$ cat src/rtl/keypad_emulator_if.sv
// keypad_if: press-request channel of the keypad emulator.
//   KeyValid   - request valid (master -> slave)
//   KeyCode    - key to press, row=[3:2], col=[1:0] (master -> slave)
//   HoldCycles - settled-closed duration in cycles, 0 acts as 1 (master -> slave)
//   KeyReady   - request can be accepted (slave -> master)
//   Busy       - press/release sequence in progress (slave -> master)
//   Done       - one-cycle pulse when release bounce completes (slave -> master)
interface keypad_if #(
  parameter int HOLD_W = 24
);
  logic              KeyValid;
  logic [3:0]        KeyCode;
  logic [HOLD_W-1:0] HoldCycles;
  logic              KeyReady;
  logic              Busy;
  logic              Done;

  modport master (
    output KeyValid, KeyCode, HoldCycles,
    input  KeyReady, Busy, Done
  );

  modport slave (
    input  KeyValid, KeyCode, HoldCycles,
    output KeyReady, Busy, Done
  );
endinterface

$ cat src/rtl/keypad_emulator.sv
// keypad_emulator: electrical model of a 4x4 active-low matrix keypad.
// A scanner drives Cols (active-low, one column at a time) and this block
// answers on Rows as the switch matrix would. A press is requested through
// the keypad_if slave port; the contact bounces on make and on break with a
// deterministic schedule.
// Ports:
//   clk    - system clock
//   reset  - synchronous, active-high reset
//   key    - keypad_if.slave: KeyValid/KeyCode/HoldCycles in,
//            KeyReady/Busy/Done out
//   Cols   - column drive from scanner, active-low (same clock, no sync)
//   Rows   - row sense to scanner, active-low, registered; idle 4'hF
module keypad_emulator #(
  parameter int BOUNCE_PERIOD = 4,
  parameter int BOUNCE_EDGES  = 4,
  parameter int HOLD_W        = 24
) (
  input  logic       clk,
  input  logic       reset,
  keypad_if.slave    key,
  input  logic [3:0] Cols,
  output logic [3:0] Rows
);

  localparam int TICK_W = (BOUNCE_PERIOD > 1) ? $clog2(BOUNCE_PERIOD) : 1;
  localparam int EDGE_W = (BOUNCE_EDGES > 0) ? $clog2(BOUNCE_EDGES + 1) : 1;

  typedef enum logic [1:0] {
    IDLE,
    BOUNCE_IN,
    HELD,
    BOUNCE_OUT
  } state_t;

  state_t            state_reg, state_next;
  logic [TICK_W-1:0] tick_reg, tick_next;
  logic [EDGE_W-1:0] edges_reg, edges_next;
  logic [HOLD_W-1:0] hold_reg, hold_next;
  logic [HOLD_W-1:0] hold_cfg_reg;
  logic [3:0]        key_reg;
  logic              contact_reg, contact_next;
  logic              ready_reg, busy_reg, done_reg, done_next;
  logic [3:0]        rows_reg;
  logic [3:0]        row_hit;
  logic              accept;
  logic              tick_last;

  assign accept    = key.KeyValid && ready_reg && (state_reg == IDLE);
  assign tick_last = (tick_reg == TICK_W'(BOUNCE_PERIOD - 1));

  // Next-state and contact schedule. Within a bounce state, each time the
  // period counter wraps either one contact toggle is spent or, when none
  // remain, the state ends; this gives (BOUNCE_EDGES+1)*BOUNCE_PERIOD cycles.
  always_comb begin
    state_next   = state_reg;
    tick_next    = tick_reg;
    edges_next   = edges_reg;
    hold_next    = hold_reg;
    contact_next = contact_reg;
    done_next    = 1'b0;
    case (state_reg)
      IDLE: begin
        if (accept) begin
          state_next   = BOUNCE_IN;
          contact_next = 1'b1;
          tick_next    = '0;
          edges_next   = EDGE_W'(BOUNCE_EDGES);
        end
      end
      BOUNCE_IN: begin
        if (tick_last) begin
          tick_next = '0;
          if (edges_reg == '0) begin
            state_next = HELD;
            // Hold of 0 behaves as 1: the counter runs down to zero inclusive.
            hold_next  = (hold_cfg_reg == '0) ? '0 : hold_cfg_reg - HOLD_W'(1);
          end else begin
            contact_next = ~contact_reg;
            edges_next   = edges_reg - EDGE_W'(1);
          end
        end else begin
          tick_next = tick_reg + TICK_W'(1);
        end
      end
      HELD: begin
        if (hold_reg == '0) begin
          state_next   = BOUNCE_OUT;
          contact_next = 1'b0;
          tick_next    = '0;
          edges_next   = EDGE_W'(BOUNCE_EDGES);
        end else begin
          hold_next = hold_reg - HOLD_W'(1);
        end
      end
      BOUNCE_OUT: begin
        if (tick_last) begin
          tick_next = '0;
          if (edges_reg == '0) begin
            state_next = IDLE;
            done_next  = 1'b1;
          end else begin
            contact_next = ~contact_reg;
            edges_next   = edges_reg - EDGE_W'(1);
          end
        end else begin
          tick_next = tick_reg + TICK_W'(1);
        end
      end
      default: begin
        state_next = IDLE;
      end
    endcase
  end

  // Handshake outputs are registered from the next state so KeyReady drops
  // on the same cycle Busy rises after an accept.
  always_ff @(posedge clk) begin
    if (reset) begin
      state_reg    <= IDLE;
      tick_reg     <= '0;
      edges_reg    <= '0;
      hold_reg     <= '0;
      hold_cfg_reg <= '0;
      key_reg      <= '0;
      contact_reg  <= 1'b0;
      ready_reg    <= 1'b0;
      busy_reg     <= 1'b0;
      done_reg     <= 1'b0;
    end else begin
      state_reg   <= state_next;
      tick_reg    <= tick_next;
      edges_reg   <= edges_next;
      hold_reg    <= hold_next;
      contact_reg <= contact_next;
      ready_reg   <= (state_next == IDLE);
      busy_reg    <= (state_next != IDLE);
      done_reg    <= done_next;
      if (accept) begin
        key_reg      <= key.KeyCode;
        hold_cfg_reg <= key.HoldCycles;
      end
    end
  end

  // Switch matrix: a row is pulled low only when the closed key sits on it
  // and the key's column is driven low. Extra low columns do not matter.
  generate
    for (genvar gi = 0; gi < 4; gi++) begin : g_row
      assign row_hit[gi] = contact_reg && (key_reg[3:2] == 2'(gi)) && !Cols[key_reg[1:0]];
    end
  endgenerate

  always_ff @(posedge clk) begin
    if (reset) begin
      rows_reg <= 4'hF;
    end else begin
      rows_reg <= ~row_hit;
    end
  end

  assign Rows         = rows_reg;
  assign key.KeyReady = ready_reg;
  assign key.Busy     = busy_reg;
  assign key.Done     = done_reg;

endmodule

$ cat src/flat_wrapper.sv
// flat-port wrapper written by rule: the top's interface ports become plain ports
module keypad_emulator_flat 
#(
  parameter int BOUNCE_PERIOD = 4,
  parameter int BOUNCE_EDGES  = 4,
  parameter int HOLD_W        = 24
)
  (clk, reset, Cols, Rows, key_KeyValid, key_KeyCode, key_HoldCycles, key_KeyReady, key_Busy, key_Done);
  keypad_if #(.HOLD_W(HOLD_W)) key_i ();
  input  logic clk;
  input  logic reset;
  input  logic [3:0] Cols;
  output logic [3:0] Rows;
  input wire logic [$bits(key_i.KeyValid)-1:0] key_KeyValid;
  input wire logic [$bits(key_i.KeyCode)-1:0] key_KeyCode;
  input wire logic [$bits(key_i.HoldCycles)-1:0] key_HoldCycles;
  output wire logic [$bits(key_i.KeyReady)-1:0] key_KeyReady;
  output wire logic [$bits(key_i.Busy)-1:0] key_Busy;
  output wire logic [$bits(key_i.Done)-1:0] key_Done;
  assign key_i.KeyValid = key_KeyValid;
  assign key_i.KeyCode = key_KeyCode;
  assign key_i.HoldCycles = key_HoldCycles;
  assign key_KeyReady = key_i.KeyReady;
  assign key_Busy = key_i.Busy;
  assign key_Done = key_i.Done;
  keypad_emulator #(.BOUNCE_PERIOD(BOUNCE_PERIOD), .BOUNCE_EDGES(BOUNCE_EDGES), .HOLD_W(HOLD_W)) u_core (.clk(clk), .reset(reset), .key(key_i), .Cols(Cols), .Rows(Rows));
endmodule
$ cat config.mk
export PLATFORM = sky130hd
export DESIGN_NAME = keypad_emulator_flat
export DESIGN_NICKNAME = d
export VERILOG_FILES = /design/src/rtl/keypad_emulator_if.sv /design/src/rtl/keypad_emulator.sv /design/src/flat_wrapper.sv
export SDC_FILE = /design/constraint.sdc
export NUM_CORES = 1
export LEC_CHECK = 0
export CAP_MARGIN = 20
export CELL_PAD_IN_SITES_DETAIL_PLACEMENT = 1
export CELL_PAD_IN_SITES_GLOBAL_PLACEMENT = 1
export CORE_ASPECT_RATIO = 1.1
export CORE_MARGIN = 2
export CORE_UTILIZATION = 40
export DETAILED_ROUTE_END_ITERATION = 8
export PLACE_DENSITY_LB_ADDON = 0.05
export SLEW_MARGIN = 20
export SYNTH_ARGS = -nofsm -noshare
export SYNTH_HDL_FRONTEND = slang
export SYNTH_SLANG_ARGS = --single-unit
$ cat constraint.sdc
create_clock -name clk -period 6.7 [get_ports clk]
set_input_delay 2.01 -clock clk [delete_from_list [all_inputs] [get_ports clk]]
set_output_delay 2.01 -clock clk [all_outputs]
set_load 0.02 [all_outputs]
==> metrics <==
synthesized cell area 3640 um^2; Worst Tran Pin Value 0.978 ns; Clock Sinks 67; Final setup viols 0; CTS tree built; Total Wirelength 10600 um; drt wl/cell 17.2 um; clock transition at the registers of the reported paths 0.07 ns; vias in the first global route 3420; total power 0.000933 W; met3 Use GR 0.0442; Distinct cells, synth 61; # IOs 42; largest net degree at the start of global routing 56; GR peak layer met2; Max rail drop VDD 0.104 mV; Total GRT Usage 0.224; Tcrit/Tclk final 0.493; effective utilization at floorplan 0.411; Fmax 303 MHz; critical path type in2reg; hold crit path type reg2reg; Root Driver clkbuf_8; dominant cells by area after synthesis dfxtp_1 37%, nand2_1 8.4%, a21oi_1 7.1%, nor2_1 4.3%, xor2_1 3.6%; Critical Path Max Stage Delay 0.50 ns; ys flop type dfxtp_1; total gr overflow 0; DRC viols 0; Placement Cell Area 4130 um^2; Seq pwr share 0.457; Area Overhead vs Synth 18.2%; site row count 36; most frequent CP cell a31oi_1; Core Box Area 8870 um^2; Critical Path RT 6.94 ns; Post-synth EDFFs 0; Slew HR 0.348; via count 3539; Resized Gates After CTS 0; sequential area share after synthesis 0.368; P_int 0.000649 W; final hold violations 0; Max Cap Viol 0; global-route wire length before repair 17500 um; Synth warnings 0; ratio of cells with drive above 1 in the final layout 0.0696; Synth area leader dfxtp_1; setup TNS 0 ns; Gate Count Post-Synth 466; ys async rst share 0; H-Tree Depth 3; most frequent cells in the layout 82 x nand2_1, 67 x dfxtp_1, 52 x a21oi_1, 41 x nor2_1, 40 x clkdlybuf4s50_1; Yosys top cell area share 0.368; vias per cell 5.74; Port Buffers 41; Synth Register Bits 67; commonest non-fill, non-tap cell in the layout nand2_1; Post-DRT Antenna Nets 0; nets 539; # Post-CTS Setup Buffers 0; NetSw 0.000284 W; chip width 95 um; leakage power 1.60 nW; clock network fraction of total power 0.334; CP max stage cell buf_4; 1st-iter DRT viols 121; fin area 4310 um^2; Worst-Skew Late Latency 0.35 ns; Logic pwr share 0.209; final worst path period need 3.30 ns; clock buffer depth 2; CP cell instances buf_2, buf_4, inv_1, nand3_1, a31oi_1, a31oi_1, o21ai_1; drt first pass iters 4; Final GP Congestion 0.852; initial antenna violation count 0; clock skew 0.0121 ns; diode count 0; full die area 9890 um^2; Post-DP HPWL 7640 um; Setup crit start kind input port; status finished, final reports clean; Crit path max-delay family buffers and inverters; data arrival time of the worst path 3.54 ns; CP max FO 55; met2 global-route usage 0.353; Switching Share 0.305; CTS Buf Count 9; Max Slew Vio Count 0; met1 Track Usage GR 0.304; Worst Path Buf+Inv 3; net count after synthesis 507; reg-to-reg setup timing slack 4.00 ns; Worst Setup End Kind flop; pwr dens 217 nW/um^2; unrepaired setup endpoints after global routing false; Chip Height 104 um; Avg Cell Area, Syn 7.82 um^2; cts hold-fix bufs 0
-- per-stage QoR --
| step | hold slack [ns] | utilization | setup WS (ns) | instances |
|---|---|---|---|---|
| 3_5_place_dp | 0.413 | 0.465 | 2.79 | 601 |
| 3_3_place_gp | 0.405 | 0.465 | 2.87 | 601 |
| 5_1_grt | 0.456 | 0.485 | 3.21 | 617 |
| 2_1_floorplan | 0.387 | - | 3.62 | 466 |
| 6_report | 0.431 | 0.485 | 3.40 | 617 |
| 4_1_cts | 0.432 | 0.485 | 3.16 | 617 |
-- area by class of cell --
type / instances / area (um^2)
Fill cell: 1100 / 4570
Multi-Input combinational cell: 366 / 2180
Sequential cell: 67 / 1340
Timing Repair Buffer: 44 / 428
Clock buffer: 15 / 166
Tap cell: 114 / 143
Inverter: 10 / 37.5
Clock inverter: 1 / 7.51
-- power by group through the flow --
stage                     logic [W]  registers (W)  clock network, W
after floorplan            0.000130       0.000432                 0
after global placement     0.000190       0.000435                 0
after detailed placement   0.000193       0.000436                 0
after CTS                  0.000195       0.000426          0.000319
after global routing       0.000214       0.000429          0.000334
final                      0.000195       0.000426          0.000312
-- routing by layer --
layer / share of wire / routed length (um)
met4: 0.015 / 154
met2: 0.47 / 4980
met1: 0.47 / 4970
met5: 0 / 0
met3: 0.045 / 478
-- cells in the mapped netlist, types with 4 or more instances --
cell / n
ha_1: 6
nand3_1: 16
o21ai_0: 12
nand2b_1: 4
a32o_1: 5
xor2_1: 15
nand2_1: 82
nor2_1: 42
nor3b_1: 4
o32ai_1: 5
a21oi_1: 52
inv_1: 10
xnor2_1: 7
a22oi_1: 6
nor4_1: 9
a211oi_1: 4
o21ai_1: 11
nand3b_1: 4
dfxtp_1: 67
nand4_1: 6
nor3_1: 14
a31oi_1: 4
or4_1: 8
clkbuf_1: 21
-- path summary, 6_finish.rpt --
| check | start | to | cells after the start |
|---|---|---|---|
| worst max register to register | u_core.state_reg[0] | u_core.hold_reg[15] | 5 |
| worst min-delay path | u_core.key_reg[2] | u_core.Rows[1] | 1 |
| worst min register to register | u_core.key_reg[2] | u_core.Rows[1] | 1 |
| worst max-delay path | reset | u_core.hold_reg[17] | 7 |
-- logic make-up after synthesis --
kind of cell | Yosys count | synth area share
buffers and inverters | 33 | 0.0343
DFF | 67 | 0.368
xor gates and xnor gates | 22 | 0.0529
AOI/OAI and AO/OA | 119 | 0.202
muxes | 3 | 0.0124
and+or+nand+nor | 216 | 0.310
adders and majority gates | 6 | 0.0206
Note: power is estimated with default switching activity, not from simulation.
==> RTL edit (same flow settings) <==
`HOLD_W` is set to 24 in 3 places; all go to 12.
--- a/src/rtl/keypad_emulator_if.sv
+++ b/src/rtl/keypad_emulator_if.sv
@@ -6,7 +6,7 @@
 //   Busy       - press/release sequence in progress (slave -> master)
 //   Done       - one-cycle pulse when release bounce completes (slave -> master)
 interface keypad_if #(
-  parameter int HOLD_W = 24
+  parameter int HOLD_W = 12
 );
   logic              KeyValid;
   logic [3:0]        KeyCode;
--- a/src/rtl/keypad_emulator.sv
+++ b/src/rtl/keypad_emulator.sv
@@ -13,7 +13,7 @@
 module keypad_emulator #(
   parameter int BOUNCE_PERIOD = 4,
   parameter int BOUNCE_EDGES  = 4,
-  parameter int HOLD_W        = 24
+  parameter int HOLD_W        = 12
 ) (
   input  logic       clk,
   input  logic       reset,
--- a/src/flat_wrapper.sv
+++ b/src/flat_wrapper.sv
@@ -3,7 +3,7 @@
 #(
   parameter int BOUNCE_PERIOD = 4,
   parameter int BOUNCE_EDGES  = 4,
-  parameter int HOLD_W        = 24
+  parameter int HOLD_W        = 12
 )
   (clk, reset, Cols, Rows, key_KeyValid, key_KeyCode, key_HoldCycles, key_KeyReady, key_Busy, key_Done);
   keypad_if #(.HOLD_W(HOLD_W)) key_i ();
Interface: changed (resized key_HoldCycles); port bits go from 42 to 30. The function was not compared with the original's and may differ.
==> RTL edit against the unedited design <==
  * Critical path type unchanged
  * Final area down 38%
  * Maximum frequency down 11%
  * Highest routed layer unchanged
  * Total power down 41%
  * Routed wire length down 47%
  * Sequential cell count down 24
  * Area after synthesis down 39%
  * Critical endpoint is now u_core.edges_reg[2]$_SDFFE_PP0P_
  * Die area down 38%
  * Sequential power down 35%
  * Setup slack worse by 0.39 ns
==> RTL edit: results (changes against the unedited design) <==
multiplexer share of the synthesized area 0.0259 (+0.0136); ranking of synthesized cells by area dfxtp_1 39%, nand2_1 7.9%, a21oi_1 6.5%; sequential power share 0.497 (+0.040); Mapped Nets 304 (-40%); area share of fa/ha/maj cells after synthesis 0.0338 (+0.0132); Critical Path Max Stage Delay 0.57 ns (+0.07 ns); MaxCap Viol Count 0 (unchanged); post-synthesis compound-gate area fraction 0.203 (+0.00192); clk root buf clkbuf_8; XOR/XNOR Fraction of Synth Area 0.0316 (-0.0213); worst-path fanout max 17 (-69%); placed cell count 367 (-39%); peak supply drop 0.0921 mV (-11%); largest net degree at the start of global routing 41 (-27%); r2r setup slk 4.45 ns (+0.45 ns); gr usage total 0.201 (-0.0232); Worst Path Arrival 3.93 ns (+0.39 ns); first-pass GRT wire length 9450 um (-46%); Vias 2009 (-43%); initial antenna violation count 0 (unchanged); post-synth cell types 48 (-21%); Routed WL 5620 um (-47%); Post-DP Area 2560 um2 (-38%); Comb. pwr 0.000109 W (-44%); fin nets 329 (-39%); Max H-tree Level 2 (-1); relative slew slack 0.483 (+0.134); syn_area_per_cell 8.07 um2 (+3.2%); PortBufs 29 (-29%); status complete, no violations; vias in the first global route 1964 (-43%); Slowest-stage cell, CP nand4bb_1; Iter 0 DRT Violations 79 (-35%); synth warn 0 (unchanged); CTS buffer count 5 (-4); share of cells above drive strength 1 0.0767 (+0.00708); clk buf depth 2 (unchanged); CP delay by family, top simple AND/OR/NAND/NOR gates; skew final 0.00648 ns (-0.00565 ns); GPL Wtd Cong 0.832 (-2.4%); Commonest cells post-synth 47 x nand2_1, 43 x dfxtp_1, 29 x a21oi_1; min-delay worst type flip-flop to flip-flop; sequential area share after synthesis 0.388 (+0.0197); Filler cells 661 (-40%); leakage 0.922 nW (-42%); Clock Power Share 0.307 (-0.027); vias per cell 5.36 (-6.6%); later-pin clock latency in the skew report 0.29 ns (-0.06 ns); switching share of power 0.275 (-0.0298); dpl hpwl 4040 um (-47%)
==> RTL edit: layer usage <==
| metal | wire (um) | part of all wire | GRT usage | vias to the layer above |
|---|---|---|---|---|
| met2 | 2680 | 0.48 | 0.317 | 28 |
| li1 | - | - | - | 1031 |
| met1 | 2670 | 0.48 | 0.271 | 939 |
| met5 | 0 | 0 | 0 | - |
| met4 | 102 | 0.018 | 0.0714 | 0 |
| met3 | 168 | 0.030 | 0.0413 | 11 |
==> RTL edit: final timing paths <==
check,from,endpoint,cells past startpoint
setup / recovery,key_KeyValid,u_core.edges_reg[2]$_SDFFE_PP0P_,6
hold / removal,u_core.key_reg[3]$_SDFFE_PP0P_,u_core.Rows[2]$_SDFF_PP1_,1
setup reg to reg,u_core.hold_reg[0]$_SDFFE_PP0P_,u_core.hold_reg[7]$_SDFFE_PP0P_,7
hold reg to reg,u_core.key_reg[3]$_SDFFE_PP0P_,u_core.Rows[2]$_SDFF_PP1_,1
==> RTL edit: cell families after synthesis <==
kind of cell,count (synthesis)
AO/OA/AOI/OAI,71
buffers and inverters,23
AND/OR/NAND/NOR,120
multiplexers,4
adder cells (fa/ha/maj),6
XOR/XNOR,8
flip-flops,43
==> RTL edit: metrics by stage <==
step,setup slack [ns],hold WS [ns]
after floorplan,3.61,0.387
after global placement,2.72,0.423
after detailed placement,2.67,0.428
after CTS,2.98,0.450
after global routing,2.80,0.466
final,3.00,0.441
==> RTL edit: final cells by class <==
class	count	area [um2]	share of cell area
clock inverter	1	5.00	0.00189
timing repair buffer	31	305	0.115
clock buffer	6	82.6	0.0311
multi-input combinational	209	1270	0.478
inverter	10	37.5	0.0141
tap	75	93.8	0.0353
sequential	43	861	0.324
